[src/rtl/regfile_seq_pkg.sv]
// regfile_seq_pkg
// Shared definitions for the register-file sequencer: opcode constants,
// FSM state encoding, micro-instruction field positions and the
// "no write / DIN" register select.
package regfile_seq_pkg;

    // Micro-instruction opcodes. Values above OP_SHR are undefined.
    localparam logic [3:0] OP_NOP = 4'd0;
    localparam logic [3:0] OP_MOV = 4'd1;
    localparam logic [3:0] OP_ADD = 4'd2;
    localparam logic [3:0] OP_SUB = 4'd3;
    localparam logic [3:0] OP_AND = 4'd4;
    localparam logic [3:0] OP_OR  = 4'd5;
    localparam logic [3:0] OP_XOR = 4'd6;
    localparam logic [3:0] OP_NOT = 4'd7;
    localparam logic [3:0] OP_SHL = 4'd8;
    localparam logic [3:0] OP_SHR = 4'd9;

    typedef enum logic [1:0] {
        ST_IDLE  = 2'd0,
        ST_READ  = 2'd1,
        ST_EXEC  = 2'd2,
        ST_WRITE = 2'd3
    } state_e;

    // Micro-instruction layout: [15:12] opcode, [11:9] dst,
    // [8:6] srcA, [5:3] srcB, [2:0] reserved.
    localparam int OPC_HI  = 15;
    localparam int OPC_LO  = 12;
    localparam int DST_HI  = 11;
    localparam int DST_LO  = 9;
    localparam int SRCA_HI = 8;
    localparam int SRCA_LO = 6;
    localparam int SRCB_HI = 5;
    localparam int SRCB_LO = 3;

    // Select 0 means "no write" on DSEL and "external DIN" on ASEL.
    localparam logic [2:0] REG_ZERO = 3'd0;

    function automatic logic is_illegal(input logic [3:0] op);
        return op > OP_SHR;
    endfunction

endpackage

[src/rtl/regfile_sequencer_if.sv]
// regfile_sequencer_if
// Bundles the micro-instruction handshake and the register-file bus.
//   master : sequencer view (accepts INSTR, drives ASEL/BSEL/DSEL/RIN)
//   slave  : environment view (instruction source + register file)
// Handshake: a transfer happens on a rising edge where INSTR_VALID and
// INSTR_READY are both high; INSTR is only sampled on that edge.
// FLAGS exists only when REGFILE_SEQUENCER_FLAGS_EN is defined.
interface regfile_sequencer_if;
    logic [15:0] INSTR;
    logic        INSTR_VALID;
    logic        INSTR_READY;
    logic [2:0]  ASEL;
    logic [2:0]  BSEL;
    logic [15:0] ABUS;
    logic [15:0] BBUS;
    logic [2:0]  DSEL;
    logic [15:0] RIN;
    logic        DONE;
    logic        ILLEGAL;
`ifdef REGFILE_SEQUENCER_FLAGS_EN
    logic [2:0]  FLAGS;

    modport master (
        input  INSTR, INSTR_VALID, ABUS, BBUS,
        output INSTR_READY, ASEL, BSEL, DSEL, RIN, DONE, ILLEGAL, FLAGS
    );
    modport slave (
        output INSTR, INSTR_VALID, ABUS, BBUS,
        input  INSTR_READY, ASEL, BSEL, DSEL, RIN, DONE, ILLEGAL, FLAGS
    );
`else
    modport master (
        input  INSTR, INSTR_VALID, ABUS, BBUS,
        output INSTR_READY, ASEL, BSEL, DSEL, RIN, DONE, ILLEGAL
    );
    modport slave (
        output INSTR, INSTR_VALID, ABUS, BBUS,
        input  INSTR_READY, ASEL, BSEL, DSEL, RIN, DONE, ILLEGAL
    );
`endif
endinterface

[src/rtl/regfile_seq_alu.sv]
// regfile_seq_alu
// Combinational ALU for the register-file sequencer.
//   opcode     in  4   micro-instruction opcode
//   a, b       in  16  operands
//   result     out 16  result (0 for NOP and undefined opcodes)
//   carry      out 1   ADD carry-out, SUB borrow, SHL/SHR shifted-out bit
//   writes_reg out 1   opcode produces a register write (MOV..SHR)
module regfile_seq_alu
    import regfile_seq_pkg::*;
(
    input  logic [3:0]  opcode,
    input  logic [15:0] a,
    input  logic [15:0] b,
    output logic [15:0] result,
    output logic        carry,
    output logic        writes_reg
);

    logic [16:0] sum17;

    always_comb begin
        sum17      = {1'b0, a} + {1'b0, b};
        result     = 16'd0;
        carry      = 1'b0;
        writes_reg = 1'b1;
        case (opcode)
            OP_MOV: result = a;
            OP_ADD: begin
                result = sum17[15:0];
                carry  = sum17[16];
            end
            OP_SUB: begin
                result = a - b;
                carry  = (a < b);
            end
            OP_AND: result = a & b;
            OP_OR:  result = a | b;
            OP_XOR: result = a ^ b;
            OP_NOT: result = ~a;
            OP_SHL: begin
                result = {a[14:0], 1'b0};
                carry  = a[15];
            end
            OP_SHR: begin
                result = {1'b0, a[15:1]};
                carry  = a[0];
            end
            default: writes_reg = 1'b0;   // NOP and undefined opcodes
        endcase
    end

endmodule

[src/rtl/regfile_sequencer.sv]
// regfile_sequencer
// Operand-fetch / writeback sequencer for an 8 x 16-bit register file.
// One micro-instruction per 4 cycles: IDLE -> READ -> EXEC -> WRITE.
//   CLK       in   clock, rising edge
//   RST       in   synchronous active-low reset
//   bus       if   regfile_sequencer_if.master (handshake + regfile bus)
//   state_dbg out  current FSM state
// Optional feature: REGFILE_SEQUENCER_FLAGS_EN adds the {N,C,Z} FLAGS output.
module regfile_sequencer
    import regfile_seq_pkg::*;
(
    input  logic                       CLK,
    input  logic                       RST,
    regfile_sequencer_if.master        bus,
    output state_e                     state_dbg
);

    state_e      state_q,   state_d;
    logic [3:0]  opcode_q,  opcode_d;
    logic [2:0]  dst_q,     dst_d;
    logic [15:0] opa_q,     opa_d;
    logic [15:0] opb_q,     opb_d;
    logic        ready_q,   ready_d;
    // ASEL/BSEL registers double as the latched srcA/srcB fields; they
    // are only needed during READ and must read 0 everywhere else.
    logic [2:0]  asel_q,    asel_d;
    logic [2:0]  bsel_q,    bsel_d;
    logic [2:0]  dsel_q,    dsel_d;
    logic [15:0] rin_q,     rin_d;
    logic        done_q,    done_d;
    logic        illegal_q, illegal_d;

    logic [15:0] alu_result;
    logic        alu_carry;
    logic        alu_writes;

    logic [2:0]  unused_instr;
    assign unused_instr = bus.INSTR[2:0];

    regfile_seq_alu u_alu (
        .opcode     (opcode_q),
        .a          (opa_q),
        .b          (opb_q),
        .result     (alu_result),
        .carry      (alu_carry),
        .writes_reg (alu_writes)
    );

`ifdef REGFILE_SEQUENCER_FLAGS_EN
    logic [2:0]  flags_q,   flags_d;
    logic        carry_q,   carry_d;
    logic        writes_q,  writes_d;
`else
    logic        unused_carry;
    assign unused_carry = alu_carry;
`endif

    always_comb begin
        state_d   = state_q;
        opcode_d  = opcode_q;
        dst_d     = dst_q;
        opa_d     = opa_q;
        opb_d     = opb_q;
        ready_d   = ready_q;
        asel_d    = REG_ZERO;
        bsel_d    = REG_ZERO;
        dsel_d    = REG_ZERO;
        rin_d     = 16'd0;
        done_d    = 1'b0;
        illegal_d = 1'b0;
`ifdef REGFILE_SEQUENCER_FLAGS_EN
        flags_d   = flags_q;
        carry_d   = carry_q;
        writes_d  = writes_q;
`endif
        case (state_q)
            ST_IDLE: begin
                ready_d = 1'b1;
                if (bus.INSTR_VALID && ready_q) begin
                    opcode_d = bus.INSTR[OPC_HI:OPC_LO];
                    dst_d    = bus.INSTR[DST_HI:DST_LO];
                    asel_d   = bus.INSTR[SRCA_HI:SRCA_LO];
                    bsel_d   = bus.INSTR[SRCB_HI:SRCB_LO];
                    ready_d  = 1'b0;
                    state_d  = ST_READ;
                end
            end
            ST_READ: begin
                // ABUS/BBUS are combinational from the registered selects.
                opa_d   = bus.ABUS;
                opb_d   = bus.BBUS;
                state_d = ST_EXEC;
            end
            ST_EXEC: begin
                // Outputs are registered, so the WRITE-cycle values are
                // loaded on the EXEC -> WRITE edge.
                rin_d     = alu_result;
                dsel_d    = alu_writes ? dst_q : REG_ZERO;
                done_d    = 1'b1;
                illegal_d = is_illegal(opcode_q);
`ifdef REGFILE_SEQUENCER_FLAGS_EN
                carry_d   = alu_carry;
                writes_d  = alu_writes;
`endif
                state_d   = ST_WRITE;
            end
            ST_WRITE: begin
`ifdef REGFILE_SEQUENCER_FLAGS_EN
                // Flags follow the result even when dst=0 discards it.
                if (writes_q) begin
                    flags_d = {rin_q[15], carry_q, (rin_q == 16'd0)};
                end
`endif
                ready_d = 1'b1;
                state_d = ST_IDLE;
            end
            default: begin
                ready_d = 1'b1;
                state_d = ST_IDLE;
            end
        endcase
    end

    always_ff @(posedge CLK) begin
        if (!RST) begin
            state_q   <= ST_IDLE;
            opcode_q  <= 4'd0;
            dst_q     <= 3'd0;
            opa_q     <= 16'd0;
            opb_q     <= 16'd0;
            ready_q   <= 1'b1;
            asel_q    <= REG_ZERO;
            bsel_q    <= REG_ZERO;
            dsel_q    <= REG_ZERO;
            rin_q     <= 16'd0;
            done_q    <= 1'b0;
            illegal_q <= 1'b0;
`ifdef REGFILE_SEQUENCER_FLAGS_EN
            flags_q   <= 3'd0;
            carry_q   <= 1'b0;
            writes_q  <= 1'b0;
`endif
        end else begin
            state_q   <= state_d;
            opcode_q  <= opcode_d;
            dst_q     <= dst_d;
            opa_q     <= opa_d;
            opb_q     <= opb_d;
            ready_q   <= ready_d;
            asel_q    <= asel_d;
            bsel_q    <= bsel_d;
            dsel_q    <= dsel_d;
            rin_q     <= rin_d;
            done_q    <= done_d;
            illegal_q <= illegal_d;
`ifdef REGFILE_SEQUENCER_FLAGS_EN
            flags_q   <= flags_d;
            carry_q   <= carry_d;
            writes_q  <= writes_d;
`endif
        end
    end

    assign bus.INSTR_READY = ready_q;
    assign bus.ASEL        = asel_q;
    assign bus.BSEL        = bsel_q;
    assign bus.DSEL        = dsel_q;
    assign bus.RIN         = rin_q;
    assign bus.DONE        = done_q;
    assign bus.ILLEGAL     = illegal_q;
`ifdef REGFILE_SEQUENCER_FLAGS_EN
    assign bus.FLAGS       = flags_q;
`endif
    assign state_dbg       = state_q;

endmodule

[src/flat_wrapper.sv]
// flat-port wrapper written by rule: the top's interface ports become plain ports
module regfile_sequencer_flat import regfile_seq_pkg::*;
  (CLK, RST, state_dbg, bus_INSTR, bus_INSTR_VALID, bus_ABUS, bus_BBUS, bus_INSTR_READY, bus_ASEL, bus_BSEL, bus_DSEL, bus_RIN, bus_DONE, bus_ILLEGAL);
  regfile_sequencer_if bus_i ();
  input  logic CLK;
  input  logic RST;
  output state_e state_dbg;
  input wire logic [$bits(bus_i.INSTR)-1:0] bus_INSTR;
  input wire logic [$bits(bus_i.INSTR_VALID)-1:0] bus_INSTR_VALID;
  input wire logic [$bits(bus_i.ABUS)-1:0] bus_ABUS;
  input wire logic [$bits(bus_i.BBUS)-1:0] bus_BBUS;
  output wire logic [$bits(bus_i.INSTR_READY)-1:0] bus_INSTR_READY;
  output wire logic [$bits(bus_i.ASEL)-1:0] bus_ASEL;
  output wire logic [$bits(bus_i.BSEL)-1:0] bus_BSEL;
  output wire logic [$bits(bus_i.DSEL)-1:0] bus_DSEL;
  output wire logic [$bits(bus_i.RIN)-1:0] bus_RIN;
  output wire logic [$bits(bus_i.DONE)-1:0] bus_DONE;
  output wire logic [$bits(bus_i.ILLEGAL)-1:0] bus_ILLEGAL;
  assign bus_i.INSTR = bus_INSTR;
  assign bus_i.INSTR_VALID = bus_INSTR_VALID;
  assign bus_i.ABUS = bus_ABUS;
  assign bus_i.BBUS = bus_BBUS;
  assign bus_INSTR_READY = bus_i.INSTR_READY;
  assign bus_ASEL = bus_i.ASEL;
  assign bus_BSEL = bus_i.BSEL;
  assign bus_DSEL = bus_i.DSEL;
  assign bus_RIN = bus_i.RIN;
  assign bus_DONE = bus_i.DONE;
  assign bus_ILLEGAL = bus_i.ILLEGAL;
  regfile_sequencer u_core (.CLK(CLK), .RST(RST), .bus(bus_i), .state_dbg(state_dbg));
endmodule
[config.mk]
export PLATFORM = sky130hd
export DESIGN_NAME = regfile_sequencer_flat
export DESIGN_NICKNAME = d
export VERILOG_FILES = /design/src/rtl/regfile_seq_pkg.sv /design/src/rtl/regfile_sequencer_if.sv /design/src/rtl/regfile_seq_alu.sv /design/src/rtl/regfile_sequencer.sv /design/src/flat_wrapper.sv
export SDC_FILE = /design/constraint.sdc
export NUM_CORES = 1
export LEC_CHECK = 0
export ABC_AREA = 1
export BUFFER_PORTS_ARGS = -buffer_cell sky130_fd_sc_hd__buf_4
export CORE_ASPECT_RATIO = 1.1
export CORE_MARGIN = 4
export CORE_UTILIZATION = 40
export CTS_BUF_LIST = sky130_fd_sc_hd__clkbuf_4 sky130_fd_sc_hd__clkbuf_8
export DETAILED_ROUTE_END_ITERATION = 8
export SETUP_SLACK_MARGIN = 0.1
export SLEW_MARGIN = 30
export SYNTH_ARGS = -nofsm -noshare
export SYNTH_HDL_FRONTEND = slang
export SYNTH_SLANG_ARGS = --single-unit
[constraint.sdc]
create_clock -name CLK -period 2.95 [get_ports CLK]
set_clock_uncertainty 0.15 [all_clocks]
set_input_delay 0.7375 -clock CLK [delete_from_list [all_inputs] [get_ports CLK]]
set_output_delay 0.7375 -clock CLK [all_outputs]
set_load 0.02 [all_outputs]
==> flow_metrics.tcl <==
set metrics [dict create \
    grtUsageTotal_pct 20.8 \
    cts_root_buf "clkbuf_8" \
    clock_latency_ns 0.36 \
    path_class "flop to flop" \
    final_common_cell "nand2_1" \
    num_rows 40 \
    initial_core_util_pct 41.5 \
    rr_startpoint "u_core.opb_q[0]" \
    cts.sinks 69 \
    nNetsFinal 865 \
    num_vias 4751 \
    async_reset_ff_share_pct 0 \
    cts_max_level 3 \
    hold_class "flop to flop" \
    dp.cells 894 \
    cp_slowest_cell "dfxtp_1" \
    fin_cells 913 \
    drc 0 \
    crit_required_ns 3.02 \
    start_kind "flop" \
    hp-start "u_core.dst_q[2]" \
    finalHoldViolations 0 \
    whs_path_depth 2 \
    max_freq_mhz 369 \
    antenna_cells 0 \
    synth_seq_cells 69 \
    gp_congestion 0.872 \
    overflow 0 \
    reg2reg_depth 13 \
    area_growth_pct 25.0 \
    seq_area_frac_synth_pct 30.0 \
    hold_end "u_core.bus.DSEL[2]" \
    finalMaxSlewViolations 0 \
    die-area_sq_mm 0.0133 \
    synth_top_cell_by_area "dfxtp_1" \
    syn_inst 672 \
    synthTopCellsByArea "dfxtp_1 (30%), ha_1 (14%), nand2_1 (10%)" \
    synth_top_area_share_pct 30.0 \
    fp.coreArea_sq_mm 0.0111 \
    grt_pass1_wl_mm 21.7 \
    wl_mm 13.5 \
    post-place-ws_ns 0.107 \
    syn-num-nets 776 \
    rsz0062_at_grt "true" \
    status "finished, final reports clean" \
    drt-initial-drc-count 291 \
    ys.flop_type "dfxtp_1" \
    period_share_pct 91.8 \
    rr_endpoint "u_core.bus.RIN[7]" \
    cp.arrival_ns 2.78 \
    power_leakage_nw 2.71 \
    drt-vias-per-instance 5.20 \
    drive_above_1_share_pct 19.5 \
    antenna_found_initial 0 \
    multiInputGateArea_sq_mm 0.00286 \
    die_h_microns 121 \
    p_per_area_mw_per_mm2 1100 \
    postRouteAntennaNets 0 \
    cp_cell_sequence "inv_2 > ha_1 > nand3_2 > o31ai_2 > xor2_1 > ha_1 > nand2_1 > inv_1 > a21oi_1 > nand2_2 > or2_2 > nand3_1 > a31oi_1" \
    routedWlPerCell_microns 14.7 \
    clkTransAtPathRegs_ns 0.08 \
    synth.avg_cell_area_sq_um 6.86 \
    ys_types 38 \
    regArea_sq_mm 0.00138 \
    fin_ws_ns 0.243 \
    hpwl_mm 10.1 \
    cts_tree "done" \
    portBuffers 77 \
    cp_num_buf_inv 2 \
    crit_path_max_fanout 5 \
    tightest_slew_ns 0.712 \
    finalSetupViolations 0 \
    max-slew-margin-rel_pct 52.4 \
    die_w_microns 110 \
    setup_tns_ns 0 \
    fill_cells 1150 \
    period_needed_ns 2.71 \
    critPathMaxStageDelay_ns 0.35 \
    grt_max_degree 65 \
    path_common_cell "ha_1" \
    cap_violations 0 \
    cts_made_buffers 9 \
    synth-edff-count 0 \
    first_pass_iters 5 \
    cts_hold_buffers 0 \
    clock_path_buffers 2 \
    crit_family "simple AND/OR/NAND/NOR gates" \
    syn-cell-area_sq_mm 0.00461 \
    ir_drop_v 0.000503 \
    worstSetupEndpointType "flop" \
    grt_pass1_vias 4610 \
    ys_warn_count 0 \
    io_pins 81 \
    layout_common_cells "nand2_1 (122), buf_4 (99), inv_1 (84)" \
    r2r_setup_slack_ns 0.24 \
]
-- flip-flops by register name, summed over array words and instances, names as in the netlist --
signal / flops
u_core.bus.DSEL: 3
u_core.opb_q: 16
u_core.bus.ILLEGAL: 1
u_core.bus.RIN: 16
u_core.state_dbg: 2
u_core.opcode_q: 4
u_core.bus.INSTR_READY: 1
u_core.bus.BSEL: 3
u_core.dst_q: 3
u_core.opa_q: 16
u_core.bus.DONE: 1
u_core.bus.ASEL: 3
-- Yosys cell counts (3+ instances only) --
cell type,n
o22ai_1,11
nand2_1,126
o2111ai_1,4
nand4_1,7
dfxtp_1,69
inv_1,86
a21oi_1,72
o21ai_0,76
inv_2,3
o211ai_1,6
nor3_1,9
buf_2,8
ha_1,52
xor2_1,14
clkbuf_1,11
nand3_1,29
nor2_1,63
-- report_power, final --
group / switching [mW] / internal, mW / total [mW]
clock network: 0.414 / 0.566 / 0.980
logic: 2.45 / 1.52 / 3.97
registers: 0.247 / 1.16 / 1.41
total: 3.11 / 3.25 / 6.36
-- final cells by class --
cell class	count	share of cell area, %
multi-input cells	492	49.7
well taps	147	3.19
clock inverters	7	2.15
flip-flops and latches	69	24.0
repair buffers	99	12.9
inverters	90	5.86
clock buffers	9	2.15
-- repair_timing --
item                       in CTS  in global routing
setup endpoints to repair       2                 13
pin swaps                       0                  4
setup buffers                   0                  3
gates resized for setup         1                 24
-- cell families (layout without fill, tap and decap cells) --
logic type,after synthesis,count (layout),synth area share (%)
AOI/OAI and AO/OA,179,179,20.9
xor gates and xnor gates,14,14,2.66
adders and majority gates,53,53,14.5
buffers and inverters,111,205,9.34
DFF,69,69,30.0
and+or+nand+nor,246,246,22.6
-- stage by stage --
stage	utilization (%)	total power, mW	hold slack (ns)	cell area [sq um]
6_report	51.8	6.36	0.298	5760
4_1_cts	51.1	6.18	0.301	5670
3_3_place_gp	48.8	5.10	0.283	5420
5_1_grt	51.8	6.99	0.339	5760
3_5_place_dp	48.8	5.16	0.281	5420
2_1_floorplan	-	4.05	0.266	4610
-- worst reg2reg max path, stage by stage, from the launching register on --
cell,delay [ns]
dfxtp_1,0.35
inv_2,0.10
ha_1,0.19
nand3_2,0.12
o31ai_2,0.22
xor2_1,0.17
ha_1,0.29
nand2_1,0.14
inv_1,0.05
a21oi_1,0.16
nand2_2,0.12
or2_2,0.29
nand3_1,0.10
a31oi_1,0.13
-- worst max path at each step --
stage / from / slack (ns) / end / cells after the start
floorplan: u_core.opb_q[0] / 0.51 / u_core.bus.RIN[15] / 15
global placement: u_core.opb_q[0] / 0.14 / u_core.bus.RIN[7] / 13
detailed placement: u_core.opb_q[0] / 0.11 / u_core.bus.RIN[7] / 13
CTS: u_core.opb_q[0] / 0.09 / u_core.bus.RIN[7] / 13
global route: u_core.opcode_q[1] / 0.08 / u_core.bus.RIN[7] / 15
finish: u_core.opb_q[0] / 0.24 / u_core.bus.RIN[7] / 13
-- per-layer routing --
layer | up-vias | track usage (%) | wire (microns)
met5 | - | 0 | 0
met3 | 12 | 5.98 | 963
met4 | 0 | 6.24 | 158
met2 | 142 | 32.9 | 6220
li1 | 2404 | - | -
met1 | 2193 | 27.4 | 6120
Note: power is estimated with default switching activity, not from simulation.
